[src/rtl/dds_wavegen_if.sv]
// Control and sample bus of the DDS oscillator.
// The master drives run/sync/mode/tuning; the slave returns samples and phase.
interface dds_wavegen_if #(
  parameter int PHASE_W = 24,
  parameter int OUT_W   = 8
);
  logic               en;
  logic               sync;
  logic [1:0]         mode;
  logic [PHASE_W-1:0] fcw;
  logic [OUT_W-1:0]   wave_out;
  logic               wave_valid;
  logic [PHASE_W-1:0] phase_out;

  modport master (
    output en, sync, mode, fcw,
    input  wave_out, wave_valid, phase_out
  );

  modport slave (
    input  en, sync, mode, fcw,
    output wave_out, wave_valid, phase_out
  );
endinterface

[src/rtl/dds_wavegen.sv]
// Direct-digital-synthesis oscillator: divided sample tick, phase accumulator,
// and a two-stage pipeline producing sine/square/saw/triangle in offset binary.
module dds_wavegen #(
  parameter int PHASE_W    = 24,
  parameter int OUT_W      = 8,
  parameter int QTR_AW     = 6,
  parameter int SAMPLE_DIV = 4630
) (
  input  logic        clk,
  input  logic        rst,
  dds_wavegen_if.slave bus
);

  localparam int unsigned N     = 2 ** QTR_AW;
  localparam int unsigned MID   = 2 ** (OUT_W - 1);
  localparam int          CNT_W = (SAMPLE_DIV > 1) ? $clog2(SAMPLE_DIV) : 1;
  // Only the phase MSBs that any waveform reads travel down the pipeline.
  localparam int          SW    = (QTR_AW + 2 > OUT_W + 1) ? QTR_AW + 2 : OUT_W + 1;

  localparam logic [CNT_W-1:0] DIV_LAST = CNT_W'(SAMPLE_DIV - 1);
  localparam logic [OUT_W-1:0] MID_V    = OUT_W'(MID);

  if (PHASE_W < QTR_AW + 2 || PHASE_W < OUT_W + 1 || SAMPLE_DIV < 1) begin : g_param_check
    $error("dds_wavegen: inconsistent PHASE_W/OUT_W/QTR_AW/SAMPLE_DIV");
  end

  // round((mid-1) * sin(pi/2 * i/N)) using a Taylor series, evaluated at elaboration.
  function automatic logic [OUT_W-1:0] qtr_entry(input int unsigned i);
    real x;
    real term;
    real s;
    x    = 3.14159265358979323846 / 2.0 * real'(i) / real'(N);
    term = x;
    s    = x;
    for (int unsigned k = 1; k < 10; k++) begin
      term = -term * x * x / (real'(2 * k) * real'(2 * k + 1));
      s    = s + term;
    end
    return OUT_W'($rtoi(real'(MID - 1) * s + 0.5));
  endfunction

  logic [OUT_W-1:0] qtab [N+1];

  for (genvar g = 0; g <= int'(N); g++) begin : g_qtab
    localparam logic [OUT_W-1:0] QV = qtr_entry(g);
    assign qtab[g] = QV;
  end

  logic [CNT_W-1:0]   div_cnt;
  logic               tick;
  logic               capture;
  logic [PHASE_W-1:0] phase;

  assign tick    = (div_cnt == DIV_LAST);
  assign capture = tick & bus.en;

  always_ff @(posedge clk) begin
    if (rst) begin
      div_cnt <= '0;
    end else if (tick) begin
      div_cnt <= '0;
    end else begin
      div_cnt <= div_cnt + 1'b1;
    end
  end

  always_ff @(posedge clk) begin
    if (rst) begin
      phase <= '0;
    end else if (bus.sync) begin
      phase <= '0;
    end else if (capture) begin
      phase <= phase + bus.fcw;
    end
  end

  logic          s1_valid;
  logic [SW-1:0] s1_phase;
  logic [1:0]    s1_mode;

  // Stage 1 sees the pre-update phase, so a tick coinciding with sync keeps its sample.
  always_ff @(posedge clk) begin
    if (rst) begin
      s1_valid <= 1'b0;
      s1_phase <= '0;
      s1_mode  <= '0;
    end else begin
      s1_valid <= capture;
      if (capture) begin
        s1_phase <= phase[PHASE_W-1 -: SW];
        s1_mode  <= bus.mode;
      end
    end
  end

  logic [1:0]        quad;
  logic [QTR_AW-1:0] idx;
  logic [QTR_AW:0]   idx_fwd;
  logic [QTR_AW:0]   idx_rev;
  logic [OUT_W-1:0]  qval;
  logic [OUT_W-1:0]  tri_a;
  logic [OUT_W-1:0]  sample;

  always_comb begin
    quad    = s1_phase[SW-1 -: 2];
    idx     = s1_phase[SW-3 -: QTR_AW];
    idx_fwd = {1'b0, idx};
    idx_rev = (QTR_AW + 1)'(N) - idx_fwd;
    qval    = quad[0] ? qtab[idx_rev] : qtab[idx_fwd];
    tri_a   = s1_phase[SW-2 -: OUT_W];
    sample  = MID_V;
    case (s1_mode)
      2'd0:    sample = quad[1] ? (MID_V - qval) : (MID_V + qval);
      2'd1:    sample = s1_phase[SW-1] ? '0 : '1;
      2'd2:    sample = s1_phase[SW-1 -: OUT_W];
      default: sample = s1_phase[SW-1] ? ~tri_a : tri_a;
    endcase
  end

  logic [OUT_W-1:0] wave_q;
  logic             valid_q;

  always_ff @(posedge clk) begin
    if (rst) begin
      wave_q  <= MID_V;
      valid_q <= 1'b0;
    end else begin
      valid_q <= s1_valid;
      if (s1_valid) begin
        wave_q <= sample;
      end
    end
  end

  assign bus.wave_out   = wave_q;
  assign bus.wave_valid = valid_q;
  assign bus.phase_out  = phase;

endmodule

[src/flat_wrapper.sv]
// flat-port wrapper written by rule: the top's interface ports become plain ports
module dds_wavegen_flat 
#(
  parameter int PHASE_W    = 24,
  parameter int OUT_W      = 8,
  parameter int QTR_AW     = 6,
  parameter int SAMPLE_DIV = 4630
)
  (clk, rst, bus_en, bus_sync, bus_mode, bus_fcw, bus_wave_out, bus_wave_valid, bus_phase_out);
  dds_wavegen_if #(.PHASE_W(PHASE_W), .OUT_W(OUT_W)) bus_i ();
  input  logic clk;
  input  logic rst;
  input wire logic [$bits(bus_i.en)-1:0] bus_en;
  input wire logic [$bits(bus_i.sync)-1:0] bus_sync;
  input wire logic [$bits(bus_i.mode)-1:0] bus_mode;
  input wire logic [$bits(bus_i.fcw)-1:0] bus_fcw;
  output wire logic [$bits(bus_i.wave_out)-1:0] bus_wave_out;
  output wire logic [$bits(bus_i.wave_valid)-1:0] bus_wave_valid;
  output wire logic [$bits(bus_i.phase_out)-1:0] bus_phase_out;
  assign bus_i.en = bus_en;
  assign bus_i.sync = bus_sync;
  assign bus_i.mode = bus_mode;
  assign bus_i.fcw = bus_fcw;
  assign bus_wave_out = bus_i.wave_out;
  assign bus_wave_valid = bus_i.wave_valid;
  assign bus_phase_out = bus_i.phase_out;
  dds_wavegen #(.PHASE_W(PHASE_W), .OUT_W(OUT_W), .QTR_AW(QTR_AW), .SAMPLE_DIV(SAMPLE_DIV)) u_core (.clk(clk), .rst(rst), .bus(bus_i));
endmodule
[config.mk]
export PLATFORM = sky130hd
export DESIGN_NAME = dds_wavegen_flat
export DESIGN_NICKNAME = d
export VERILOG_FILES = /design/src/rtl/dds_wavegen_if.sv /design/src/rtl/dds_wavegen.sv /design/src/flat_wrapper.sv
export SDC_FILE = /design/constraint.sdc
export NUM_CORES = 1
export LEC_CHECK = 0
export CAP_MARGIN = 20
export CORE_UTILIZATION = 65
export CTS_CLUSTER_DIAMETER = 100
export DETAILED_ROUTE_END_ITERATION = 6
export DONT_BUFFER_PORTS = 1
export GPL_TIMING_DRIVEN = 1
export MAX_ROUTING_LAYER = met4
export PLACE_DENSITY = 0.81
export SYNTH_ARGS = -nofsm -noshare
export SYNTH_HDL_FRONTEND = slang
export SYNTH_SLANG_ARGS = --single-unit
export TNS_END_PERCENT = 10
[constraint.sdc]
create_clock -name clk -period 4 [get_ports clk]
set_clock_uncertainty 0.15 [all_clocks]
set_input_delay 0.8 -clock clk [delete_from_list [all_inputs] [get_ports clk]]
set_output_delay 0.8 -clock clk [all_outputs]
set_load 0.02 [all_outputs]
==> out/summary.md, run 1 <==
The relative contribution of sequential cells to total power came out at 0.463. For the finished layout, the period the worst path requires is 3560 ps. Summed over all layers, the global routing overflow is 0.

The logs give 0.244 mV for the peak ir drop on the vdd network and 7810 um^2 for the core outline area. The clock passes through at most 2 buffers. Post-CTS timing repair inserted 0 buffers for setup. The number of hold buffers added after CTS was 0. The number of nets handed over by synthesis was 783. Proportion of netlist area held by the largest area contributor: 0.220.

The min-delay analysis places its worst path in the category register to register. The routing usage on met1 is 0.420. The leading area contributor after synthesis was sky130_fd_sc_hd__dfxtp_1.

The critical path is of the register to register type. Once the clock tree was built, the resizer swapped 0 gates to a different size. In this run, placement finished with an instance count of 790.

The run gives 3800 um^2 as the footprint of the multi-input gates. The tools report the number of standard cells in the layout, taps in and fillers out as 806. The number of library cell types mapped by synthesis was 79.

After synthesis the cells add up to 5280 um^2. The tools report the number of antenna violations at the first check in global routing as 0. The portion of the post-synthesis area used by sequential elements is 0.220.

The proportion of total power due to net switching works out to 0.240. For this design, the sink count on the clock tree is 58. The repair_antennas step left the layout with diodes totalling 0. Setup repair after global routing left no endpoint under its margin.

The portion of total power attributed to combinational logic came out at 0.041. The post-synthesis xor/xnor area fraction was 0.0597; the switching component of the power was 0.302 mW. The power density over the cells was 226 nW/um^2.

The cell with the most instances after synthesis is sky130_fd_sc_hd__nand2_1. In this run, synthesis inferred 0 flip-flops with an integrated enable. The clock slew at the register clock pins of the worst setup and hold paths is 80 ps, and the floorplan row count is 32. Setup violations remaining at the end of the flow were counted as 0.

The analysis attributes to cell leakage a power of 2.12 nW. STA classifies the critical path endpoint as a register. Data on the critical path arrives at its endpoint at 3670 ps. The part of the power in the clock network was 0.495; the number of top-level design ports was 63. The post-synthesis adder-cell area fraction works out to 0.0843. The mean area per synthesized cell was 7.36 um^2; the number of iterations in the first detailed-routing pass was 5.

In this run the number of H-tree levels came out at 3. The worst register-to-register path begins at u_core.s1_phase[4]. The wire length of the first global-routing pass was 24.1 mm. The signal on the critical path passes through buf_4 > nor4_4 > o21ai_1 > nor3_1 > a211o_1 > a311oi_2 > inv_1 > ha_1 > inv_1 > mux2i_1 > a21oi_1 > o21ai_0 > a311oi_1. The commonest cells after synthesis are 93 x sky130_fd_sc_hd__nand2_1, 66 x sky130_fd_sc_hd__nor2_1, 65 x sky130_fd_sc_hd__a21oi_1. The required time at the worst-slack endpoint came out at 4120 ps. The cell count after synthesis is 718, and the number of fillers in the final layout is 632.

In this run the most used layer during global routing was met2. The number of vias per cell was 6.60. The proportion of synthesized area in mux cells came out at 0.0282.

Maximum fanout encountered on the critical timing path: 20. TritonCTS built the clock tree. Once detailed placement completed, the half-perimeter wirelength came to 10.6 mm. The die covers 8490 um^2. The logs give 0.365 for the global-route usage over all layers and 5318 for the total vias in the final route. At the end of the flow, the number of nets in the layout was 764.

The initial cell density of the core came out at 0.677. Among all stages on the critical path, the largest delay is contributed by sky130_fd_sc_hd__dfxtp_1. The die outline width was 92.2 um; the fraction of synthesis flops using an asynchronous set or reset pin was 0.

The number of endpoints with negative hold slack in the final report was 0. Post-synthesis register bit count: 58. Counting the buffers created by CTS gives 9.

Detailed-route wire length per cell: 17.9 um. For this run, the number of Yosys warnings is 0. At the later pin of the worst-skew pair, clock insertion delay measures 350 ps. The post-synthesis share of cell area spent on and, or, nand and nor gates came out at 0.246.

In this run the worst setup path begins at u_core.s1_phase[4]. In the post-synthesis netlist, the biggest area contributors are sky130_fd_sc_hd__dfxtp_1 22%, sky130_fd_sc_hd__ha_1 8.1%, sky130_fd_sc_hd__nand2_1 6.6%. For this run, the top clock speed supported by timing is 281 MHz. The run finished with clean final reports.

Entering global routing, the biggest net connects 36 pins. The final clock period utilization by the worst path was 0.889; the number of pins with negative max-slew slack in the final report was 0. Once detail routing completed, the nets flagged for antenna violations numbered 0. The tools report the routability congestion estimate as 0.903.

The main combinational cell family by area after synthesis is compound AO/OA/AOI/OAI gates. For the number of DRC markers after the initial detailed-route iteration, the log shows 470. The tools report the critical path startpoint category as a register. The worst-case headroom to the max-slew limit came out at 0.413. The die height was 92.2 um; the area added between synthesis and finish was 5.42%. The complex-gate fraction of the synthesized area came out at 0.301.

Beginning of the worst hold path: u_core.div_cnt[0]. The most used cell along the critical path is sky130_fd_sc_hd__inv_1. The tools report the register area as 1160 um^2. Proportion of layout cells with a drive suffix above 1: 0.0909. For the via count of the first global-routing pass, the log shows 5107.

The tree is rooted in a sky130_fd_sc_hd__clkbuf_8. Prior to clock tree synthesis, the placed netlist has a worst setup slack of 409 ps. The transition time at the pin with the least slew margin is 879 ps, and the met3 usage is 0.0713. The tools report the fraction of met2 tracks used by global routing as 0.619. The total wire length came out at 14.4 mm.

The final sum of negative setup slack was 0 ps. The internal portion of the total power is 0.955 mW. For this run, the leading register cell type out of synthesis is sky130_fd_sc_hd__dfxtp_1. Largest incremental delay on the critical path: 790 ps. The tool flagged a number of max-cap violations equal to 0. Once routing completed, OpenROAD measured the worst setup slack at 444 ps. The total power after layout is 1.26 mW. The count of port buffers added during placement works out to 0. Final routed DRC violation total: 0.
metal layers:
metal,up-vias,part of all wire
met5,-,0
met4,0,0.027
met3,42,0.070
met2,238,0.50
met1,2457,0.40
li1,2581,-
registers in the layout, indices dropped and copies added, names as in the netlist:
register               count
u_core.s1_phase            9
u_core.bus.wave_out        8
u_core.div_cnt            13
u_core.bus.wave_valid      1
u_core.s1_mode             2
u_core.s1_valid            1
u_core.bus.phase_out      24
cells by family (layout without fill, tap and decap cells):
group,after synthesis,after routing
DFF,58,58
and+or+nand+nor,269,269
AOI/OAI and AO/OA,234,234
muxes,12,12
adders and majority gates,35,35
xor gates and xnor gates,36,36
buffers and inverters,74,60
cell usage in the layout (no fill, tap or decap), types with 15 or more instances in the layout:
cell type / count
sky130_fd_sc_hd__dfxtp_1: 58
sky130_fd_sc_hd__nor3_1: 18
sky130_fd_sc_hd__nand3_1: 16
sky130_fd_sc_hd__xnor2_1: 24
sky130_fd_sc_hd__buf_4: 20
sky130_fd_sc_hd__nor2_1: 66
sky130_fd_sc_hd__nor2b_1: 15
sky130_fd_sc_hd__a21oi_1: 65
sky130_fd_sc_hd__o21ai_0: 40
sky130_fd_sc_hd__nand2_1: 93
sky130_fd_sc_hd__ha_1: 34
sky130_fd_sc_hd__a21o_1: 19
sky130_fd_sc_hd__inv_1: 21
power by group through the flow:
stage          combinational, mW  sequential (mW)  clock, mW
6_report                  0.0520            0.582      0.622
2_1_floorplan             0.0451            0.595          0
4_1_cts                   0.0517            0.582      0.625
3_5_place_dp              0.0513            0.596          0
3_3_place_gp              0.0483            0.595          0
5_1_grt                   0.0577            0.583      0.649
final cells by class:
| type | count | area share |
|---|---|---|
| flip-flops and latches | 58 | 0.208 |
| clock buffers | 9 | 0.0222 |
| multi-input cells | 586 | 0.682 |
| inverters | 23 | 0.0155 |
| well taps | 102 | 0.0229 |
| repair buffers | 21 | 0.0306 |
| clock inverters | 7 | 0.0182 |
worst paths after layout:
| check | slack (ps) | end | depth (start not counted) |
|---|---|---|---|
| max | 440 | u_core.bus.wave_out[2] | 13 |
| min reg2reg | 350 | u_core.div_cnt[0] | 1 |
| max reg2reg | 440 | u_core.bus.wave_out[2] | 13 |
| min | 350 | u_core.div_cnt[0] | 1 |
stage by stage:
| step | hold WS, ps | area (um^2) | util |
|---|---|---|---|
| after floorplan | 286 | 5280 | - |
| after global placement | 294 | 5340 | 0.684 |
| after detailed placement | 339 | 5340 | 0.684 |
| after CTS | 354 | 5570 | 0.713 |
| after global routing | 350 | 5570 | 0.713 |
| final | 347 | 5570 | 0.713 |
worst max-delay path: cells and delay by family, from the launching register on:
kind	cells	cell delay (ps)
compound gates	6	1570
flops	1	790
fa+ha+maj	1	240
simple gates	2	150
mux	1	80
buf+inv	3	480
Note: power is estimated with default switching activity, not from simulation.
==> run 2: changes to the inputs <==
--- a/config.mk
+++ b/config.mk
@@ -6,6 +6,7 @@
 export NUM_CORES = 1
 export LEC_CHECK = 0
 export CAP_MARGIN = 20
+export CORE_ASPECT_RATIO = 1.4
 export CORE_UTILIZATION = 65
 export CTS_CLUSTER_DIAMETER = 100
 export DETAILED_ROUTE_END_ITERATION = 6
==> constraint.sdc (replaced) <==
create_clock -name clk -period 4 [get_ports clk]
set_clock_uncertainty 0.15 [all_clocks]
set_input_delay 0.2 -clock clk [delete_from_list [all_inputs] [get_ports clk]]
set_output_delay 0.2 -clock clk [all_outputs]
set_load 0.02 [all_outputs]
==> run 2 against run 1 <==
- maximum frequency shrank 5.9%
- first-iteration DRC count is 35% higher
- clock-buffer cell count rose by 3
- sequential power barely moved
- worst hold slack worse by 330 ps
- cell count rose by 0.37%
- register-to-register slack worse by 220 ps
- largest cell class unchanged
- highest routed layer unchanged
==> out/summary.md, run 2 (synthesis results as in run 1) <==
Walking the worst path, the cells encountered are ha_1 > a211oi_2 > o21bai_1 > a21o_1 > a311oi_1 > o311ai_1 > a2111oi_1 > o21ba_2 > mux2i_1 > mux2i_1. Worst setup slack for register-to-register paths: 220 ps (-220 ps). The required time at the worst-slack endpoint came out at 4130 ps (about the same). Worst-case headroom to the max-slew limit: 0.431 (+0.0180).

The number of buffers on the longest clock path is 2 (unchanged), and the total buffers and inverters traversed by the critical path is 0 (-3). The tools report the global-route usage over all layers as 0.365 (about the same). The clock latency reported for the late side of the worst-skew pair is 340 ps (about the same), and the total CTS buffers is 9 (unchanged).

The core outline area came out at 7800 um^2 (-0.13%). Grouping stages by cell kind, the critical path spends the most delay in compound AO/OA/AOI/OAI gates. The part of the power in the clock network came out at 0.470 (-0.025).

Number of DRC markers after the initial detailed-route iteration: 633 (+35%). For the cell area after layout, the log shows 5590 um^2 (+0.34%). The total power after layout is 1.21 mW (-3.5%), and the post-placement cell area is 5320 um^2 (-0.42%). The logs give 24.0 mm (-0.37%) for the wire length of the first global-routing pass and 221 ps (-222 ps) for the smallest setup slack after layout.

Setup repair after global routing left no endpoint under its margin. The clock slew at the register clock pins of the worst setup and hold paths works out to 70 ps (about the same). Relative contribution of sequential cells to total power: 0.481 (+0.018). The die height is 109 um (+18%).

The start-to-end type of the worst setup path is register to register. The transition time at the pin with the least slew margin is 852 ps (-26.9 ps), and the number of nets in the layout is 769 (+0.65%). Category of the worst setup path capture point: a register.

Clock tree synthesis selected as its root buffer the cell sky130_fd_sc_hd__clkbuf_8. Detailed-route wire length per cell: 18.2 um (+1.8%). The logs give 0.381 mV (+56%) for the peak ir drop on the vdd network and 10.6 mm (+0.38%) for the estimated wirelength of the detail-placed design. The die outline width works out to 78.2 um (-15%).

Critical path's slowest cell: sky130_fd_sc_hd__a2111oi_1. The total setup buffers inserted after CTS is 0 (unchanged), and the maximum level of the CTS H-tree is 3 (unchanged). The proportion of total power due to net switching came out at 0.237 (-0.00333). The tools report the clock sink count as 58 (unchanged). The number of pins with negative max-slew slack in the final report is 0 (unchanged).

The number of vias per cell was 6.71 (+1.7%). Switching component of the power: 0.287 mW (-4.9%). The final routed DRC violation total was 0 (unchanged); the internal power consumption was 0.925 mW (-3.1%). Arrival time at the worst endpoint: 3910 ps (+240 ps).

The final clock period utilization by the worst path came out at 0.945 (+0.0556). The maximum fanout encountered on the critical timing path was 4 (-80%); the area of the die was 8500 um^2 (about the same). Residual overflow from global routing: 0 (unchanged).

Among the stages of the critical path, the cell type that occurs most often is sky130_fd_sc_hd__mux2i_1. The highest clock rate came out at 265 MHz (-5.9%). Final sum of negative setup slack: 0 ps (unchanged). The largest incremental delay on the critical path came out at 650 ps (-140 ps). The run gives 0 (unchanged) as the number of max-cap violations.

The total vias in the final route is 5428 (+2.1%), and the power density over the cells is 217 nW/um^2 (-3.8%). The post-route minimum period works out to 3780 ps (+222 ps). Initial cell density of the core: 0.677 (+0.000869). The number of standard cells in the layout, taps in and fillers out came out at 809 (+0.37%).

The via count of the first global-routing pass was 5135 (+0.55%). The run finished with clean final reports. The worst hold path belongs to the class input pin to register. Number of fillers in the final layout: 627 (-0.79%).

The total wire length was 14.7 mm (+2.2%); the maximum number of pins on one net before global-route repair was 41 (+14%). The setup violation total in the final timing report is 0 (unchanged), and the floorplan row count is 38 (+19%). The most common cell after layout, fill and taps aside is sky130_fd_sc_hd__nand2_1.

The number of iterations in the first detailed-routing pass was 7 (+2); the count of antenna-violating nets left after detailed routing was 0 (unchanged). The number of top-level design ports is 63 (unchanged), and the static leakage is 2.13 nW (+0.51%). The library cells used most frequently in the layout, excluding fill and tap cells, are 93 x sky130_fd_sc_hd__nand2_1, 66 x sky130_fd_sc_hd__nor2_1, 65 x sky130_fd_sc_hd__a21oi_1.

The count of port buffers added during placement is 0 (unchanged). The logs give 787 (-0.38%) for the count of placed standard cells including taps and 0.969 (+7.3%) for the routability congestion estimate. TritonCTS built the clock tree. Relative to the synthesized area, the layout overhead comes to 5.78%.

The portion of total power attributed to combinational logic was 0.050 (+0.009); the flip-flop count of the largest register after layout was 24 (unchanged). The number of endpoints with negative hold slack in the final report came out at 0 (unchanged). For the number of antenna violations at the first check in global routing, the log shows 0 (unchanged). The antenna diode count is 0 (unchanged), and the pre-CTS setup slack is 258 ps (-152 ps). Critical path startpoint category: a register.

The proportion of layout cells with a drive suffix above 1 was 0.0874 (-0.00346).
run 2: cell count changes in the layout (fill, tap and decap cells not counted), sizes merged:
cell,previous run,this run
clkbuf,9,12
clkinv,2,1
dlygate4sd3,0,6
bufinv,2,1
inv,24,23
buf,21,20
run 2: path summary, 6_finish.rpt:
check                           from                  endpoint  depth (start not counted)
max          u_core.bus.phase_out[1]  u_core.bus.phase_out[23]                         10
min                         bus_sync  u_core.bus.phase_out[23]                          3
max reg2reg  u_core.bus.phase_out[1]  u_core.bus.phase_out[23]                         10
min reg2reg       u_core.s1_phase[0]        u_core.s1_phase[0]                          2
run 2: power by group through the flow:
stage	Clock (mW)	Sequential, mW	Combinational [mW]
after floorplan	0	0.595	0.0451
after global placement	0	0.596	0.0487
after detailed placement	0	0.596	0.0506
after CTS	0.573	0.583	0.0591
after global routing	0.592	0.583	0.0674
final	0.570	0.583	0.0600
run 2: metal layers:
metal  vias up  track usage  wire, um
li1       2590            -         -
met1      2511        0.379      5560
met2       255        0.636      7450
met3        72       0.0669       940
met4         0        0.226       791
met5         -            -         0
run 2: worst reg2reg max path: stages, from the launching register on:
cell	delay, ps
sky130_fd_sc_hd__dfxtp_1	480
sky130_fd_sc_hd__ha_1	310
sky130_fd_sc_hd__a211oi_2	250
sky130_fd_sc_hd__o21bai_1	100
sky130_fd_sc_hd__a21o_1	210
sky130_fd_sc_hd__a311oi_1	630
sky130_fd_sc_hd__o311ai_1	260
sky130_fd_sc_hd__a2111oi_1	650
sky130_fd_sc_hd__o21ba_2	240
sky130_fd_sc_hd__mux2i_1	240
sky130_fd_sc_hd__mux2i_1	200
run 2: per-stage QoR:
stage / utilization / hold slack [ps]
3_3_place_gp: 0.682 / 122
4_1_cts: 0.716 / 0.0134
6_report: 0.717 / 15.2
2_1_floorplan: - / 152
3_5_place_dp: 0.682 / 123
5_1_grt: 0.717 / 34.3
run 2: layout make-up:
class,instances,area [um^2],area share
multi-input combinational,586,3800,0.680
sequential,58,1160,0.208
timing repair buffer,26,210,0.0376
clock buffer,12,155,0.0278
tap,100,125,0.0224
inverter,23,86.3,0.0155
clock inverter,4,50.0,0.00896
run 2: timing repair:
| item | in CTS | in global routing |
|---|---|---|
| resized for setup | 0 | 1 |
| setup endpoints to repair | 0 | 1 |
| hold buffers | 6 | 0 |
| hold endpoints to repair | 24 | 0 |
==> run 3: changes to the inputs <==
--- a/config.mk
+++ b/config.mk
@@ -5,15 +5,14 @@
 export SDC_FILE = /design/constraint.sdc
 export NUM_CORES = 1
 export LEC_CHECK = 0
+export BUFFER_PORTS_ARGS = -buffer_cell sky130_fd_sc_hd__buf_2
 export CAP_MARGIN = 20
 export CORE_ASPECT_RATIO = 1.4
-export CORE_UTILIZATION = 65
-export CTS_CLUSTER_DIAMETER = 100
+export CORE_UTILIZATION = 60
 export DETAILED_ROUTE_END_ITERATION = 6
-export DONT_BUFFER_PORTS = 1
 export GPL_TIMING_DRIVEN = 1
 export MAX_ROUTING_LAYER = met4
-export PLACE_DENSITY = 0.81
+export PLACE_DENSITY = 0.82
 export SYNTH_ARGS = -nofsm -noshare
 export SYNTH_HDL_FRONTEND = slang
 export SYNTH_SLANG_ARGS = --single-unit
==> run 3 against run 2 <==
- core utilization is 1.9 points lower
- maximum frequency increased by 6.3%
- register-to-register slack better by 220 ps
- setup slack improved by 220 ps
- worst hold slack got worse by 2.3 ps
- non-clock buffer count increased by 59
- critical path type unchanged
- combinational power rose by 21%
- wire length rose by 7.5%
- sequential share of layout area shrank 1.3 points
- via count grew 3.7%
==> out/summary.md, run 3 (synthesis results as in run 1) <==
The final routed DRC violation total was 0 (unchanged). Root cell of the clock tree: sky130_fd_sc_hd__clkbuf_16. The run gives 0 (unchanged) as the total setup buffers inserted after CTS.

The flip-flop count of the largest register after layout is 24 (unchanged), and the register area is 1160 um^2 (unchanged). The number of antenna violations at the first check in global routing was 0 (unchanged); the setup violation total in the final timing report was 0 (unchanged). For the number of standard cells in the layout, taps in and fillers out, the log shows 873 (+7.9%).

The footprint of the multi-input gates was 3800 um^2 (about the same). The flow ran to the end, and the final reports show no timing, DRC or antenna violations. The number of iterations in the first detailed-routing pass came out at 5 (-2). The number of buffers on the longest clock path is 2 (unchanged), and the number of max-cap violations is 0 (unchanged).

The logs give 0.361 mV (-5.2%) for the peak ir drop on the vdd network and 0.429 (-0.00206) for the worst-case headroom to the max-slew limit. The tools report the cell area after layout as 5970 um^2 (+6.9%). The proportion of layout cells with a drive suffix above 1 works out to 0.164 (+0.0766). The most common cell after layout, fill and taps aside is sky130_fd_sc_hd__nand2_1. For the count of placed standard cells including taps, the log shows 855 (+8.6%). The die outline width was 81.3 um (+4.0%); the total wire length was 15.8 mm (+7.5%). The static leakage came out at 2.45 nW (+15%). The worst hold path begins at bus_sync.

Required time at the worst-slack endpoint: 4080 ps (-50 ps). The run gives 0 (unchanged) as the antenna diode count. The core outline area is 8560 um^2 (+9.8%), and the worst setup slack for register-to-register paths is 450 ps (+220 ps).

Final sum of negative setup slack: 0 ps (unchanged). The post-route minimum period came out at 3550 ps (-225 ps). For the initial cell density of the core, the log shows 0.617 (-0.0602). The logs give 5226 (+1.8%) for the via count of the first global-routing pass and 0.370 (+0.00532) for the global-route usage over all layers. The clock latency reported for the late side of the worst-skew pair came out at 330 ps (about the same).

Total CTS buffers: 9 (unchanged). The maximum level of the CTS H-tree came out at 3 (unchanged). The area of the die is 9190 um^2 (+8.1%). The die height is 113 um (+4.0%).

The run gives 25.7 mm (+6.9%) as the wire length of the first global-routing pass. The tools report the number of top-level design ports as 63 (unchanged). Type of the most critical hold path: input pin to register.

The number of cells on the worst reg-to-reg path came out at 14 (+4). The clock sink count is 58 (unchanged). Number of vias per cell: 6.45 (-3.9%). The run gives 12.9 ps (-2.32 ps) as the final-layout worst hold slack. The residual overflow from global routing came out at 0 (unchanged).

The final clock period utilization by the worst path was 0.888 (-0.0562). The estimated wirelength of the detail-placed design is 11.3 mm (+6.0%). The run gives 456 (-28%) as the number of DRC markers after the initial detailed-route iteration.

The worst setup path is of the register to register kind. The routability congestion estimate is 1.01 (+3.9%). TritonCTS built the clock tree. The count of port buffers added during placement is 62 (+62), and the detailed-route wire length per cell is 18.2 um (-0.37%). The maximum fanout encountered on the critical timing path was 8 (+4). The area added between synthesis and finish is 13.1%.

The worst hold path terminates at u_core.bus.phase_out[23]. The power density over the cells is 236 nW/um^2 (+9.0%), and the total vias in the final route is 5628 (+3.7%). The post-placement cell area was 5660 um^2 (+6.3%). The startpoint identified for the worst register-to-register timing path is u_core.s1_phase[1]. Number of pins with negative max-slew slack in the final report: 0 (unchanged). The clock slew at the register clock pins of the worst setup and hold paths came out at 50 ps (-20 ps). The worst setup path is launched from a register. The run gives 446 ps (+225 ps) as the smallest setup slack after layout.

The highest clock rate came out at 281 MHz (+6.3%). For the number of nets in the layout, the log shows 828 (+7.7%). The tools report the category of the worst setup path capture point as a register.

The tools report the pre-CTS setup slack as 471 ps (+213 ps). The number of fillers in the final layout was 723 (+15%). Setup repair after global routing left no endpoint under its margin.

The cell depth of the worst min-delay path came out at 3 (unchanged). The library cells used most frequently in the layout, excluding fill and tap cells, are 93 x sky130_fd_sc_hd__nand2_1, 66 x sky130_fd_sc_hd__nor2_1, 65 x sky130_fd_sc_hd__a21oi_1. The number of endpoints with negative hold slack in the final report was 0 (unchanged).

The hold buffer count at cts was 2 (-4). Reg-to-reg endpoint: u_core.bus.wave_out[2]. The run gives 3640 ps (-270 ps) as the arrival time at the worst endpoint.

Number of instances resized during post-cts repair: 0 (unchanged). The transition time at the pin with the least slew margin works out to 835 ps (-17.3 ps). The count of antenna-violating nets left after detailed routing is 0 (unchanged). Maximum number of pins on one net before global-route repair: 43 (+4.9%). The run gives 40 (+5.3%) as the floorplan row count.
-- run 3: changes by cell type in the layout (fill, tap and decap cells not counted), sizes merged --
cell | before | now
inv | 23 | 24
buf | 20 | 83
dlygate4sd3 | 6 | 2
clkbuf | 12 | 9
clkinv | 1 | 3
-- run 3: cell type report --
| cell class | count | share of cell area |
|---|---|---|
| multi-input cells | 586 | 0.636 |
| flip-flops and latches | 58 | 0.194 |
| repair buffers | 85 | 0.0838 |
| clock buffers | 9 | 0.0377 |
| well taps | 105 | 0.0220 |
| inverters | 23 | 0.0145 |
| clock inverters | 7 | 0.0115 |
-- run 3: critical path, cell delays in order, from the launching register on --
cell,delay [ps]
sky130_fd_sc_hd__dfxtp_1,350
sky130_fd_sc_hd__inv_1,70
sky130_fd_sc_hd__buf_4,170
sky130_fd_sc_hd__ha_1,280
sky130_fd_sc_hd__a211o_1,310
sky130_fd_sc_hd__a21boi_0,580
sky130_fd_sc_hd__o32ai_1,190
sky130_fd_sc_hd__a311oi_2,320
sky130_fd_sc_hd__inv_1,80
sky130_fd_sc_hd__ha_1,240
sky130_fd_sc_hd__inv_1,100
sky130_fd_sc_hd__mux2i_1,80
sky130_fd_sc_hd__a21oi_1,160
sky130_fd_sc_hd__o21ai_0,100
sky130_fd_sc_hd__a311oi_1,280
-- run 3: report_power, final --
part	internal (mW)	switching (mW)
clock network	0.480	0.276
registers	0.581	0.00283
logic	0.0315	0.0410
total	1.09	0.320
-- run 3: metal layers --
metal / GRT usage / wire length (um) / vias up
met5: - / 0 / -
met4: 0.218 / 852 / 0
met3: 0.0661 / 915 / 59
met2: 0.619 / 8090 / 233
met1: 0.398 / 5990 / 2626
li1: - / - / 2710
-- run 3: how the worst max path moves through the flow --
stage	startpoint	endpoint	slack, ps	cells after the start
after floorplan	u_core.s1_phase[1]	u_core.bus.wave_out[4]	370	15
after global placement	u_core.bus.phase_out[1]	u_core.bus.phase_out[23]	620	10
after detailed placement	u_core.bus.phase_out[1]	u_core.bus.phase_out[23]	470	10
after CTS	u_core.bus.phase_out[1]	u_core.bus.phase_out[23]	450	10
after global routing	u_core.s1_phase[1]	u_core.bus.wave_out[2]	170	14
final	u_core.s1_phase[1]	u_core.bus.wave_out[2]	450	14
-- run 3: stage by stage --
stage,utilization,power [mW]
5_1_grt,0.698,1.45
6_report,0.698,1.41
2_1_floorplan,-,0.640
3_5_place_dp,0.661,0.665
3_3_place_gp,0.661,0.663
4_1_cts,0.698,1.42
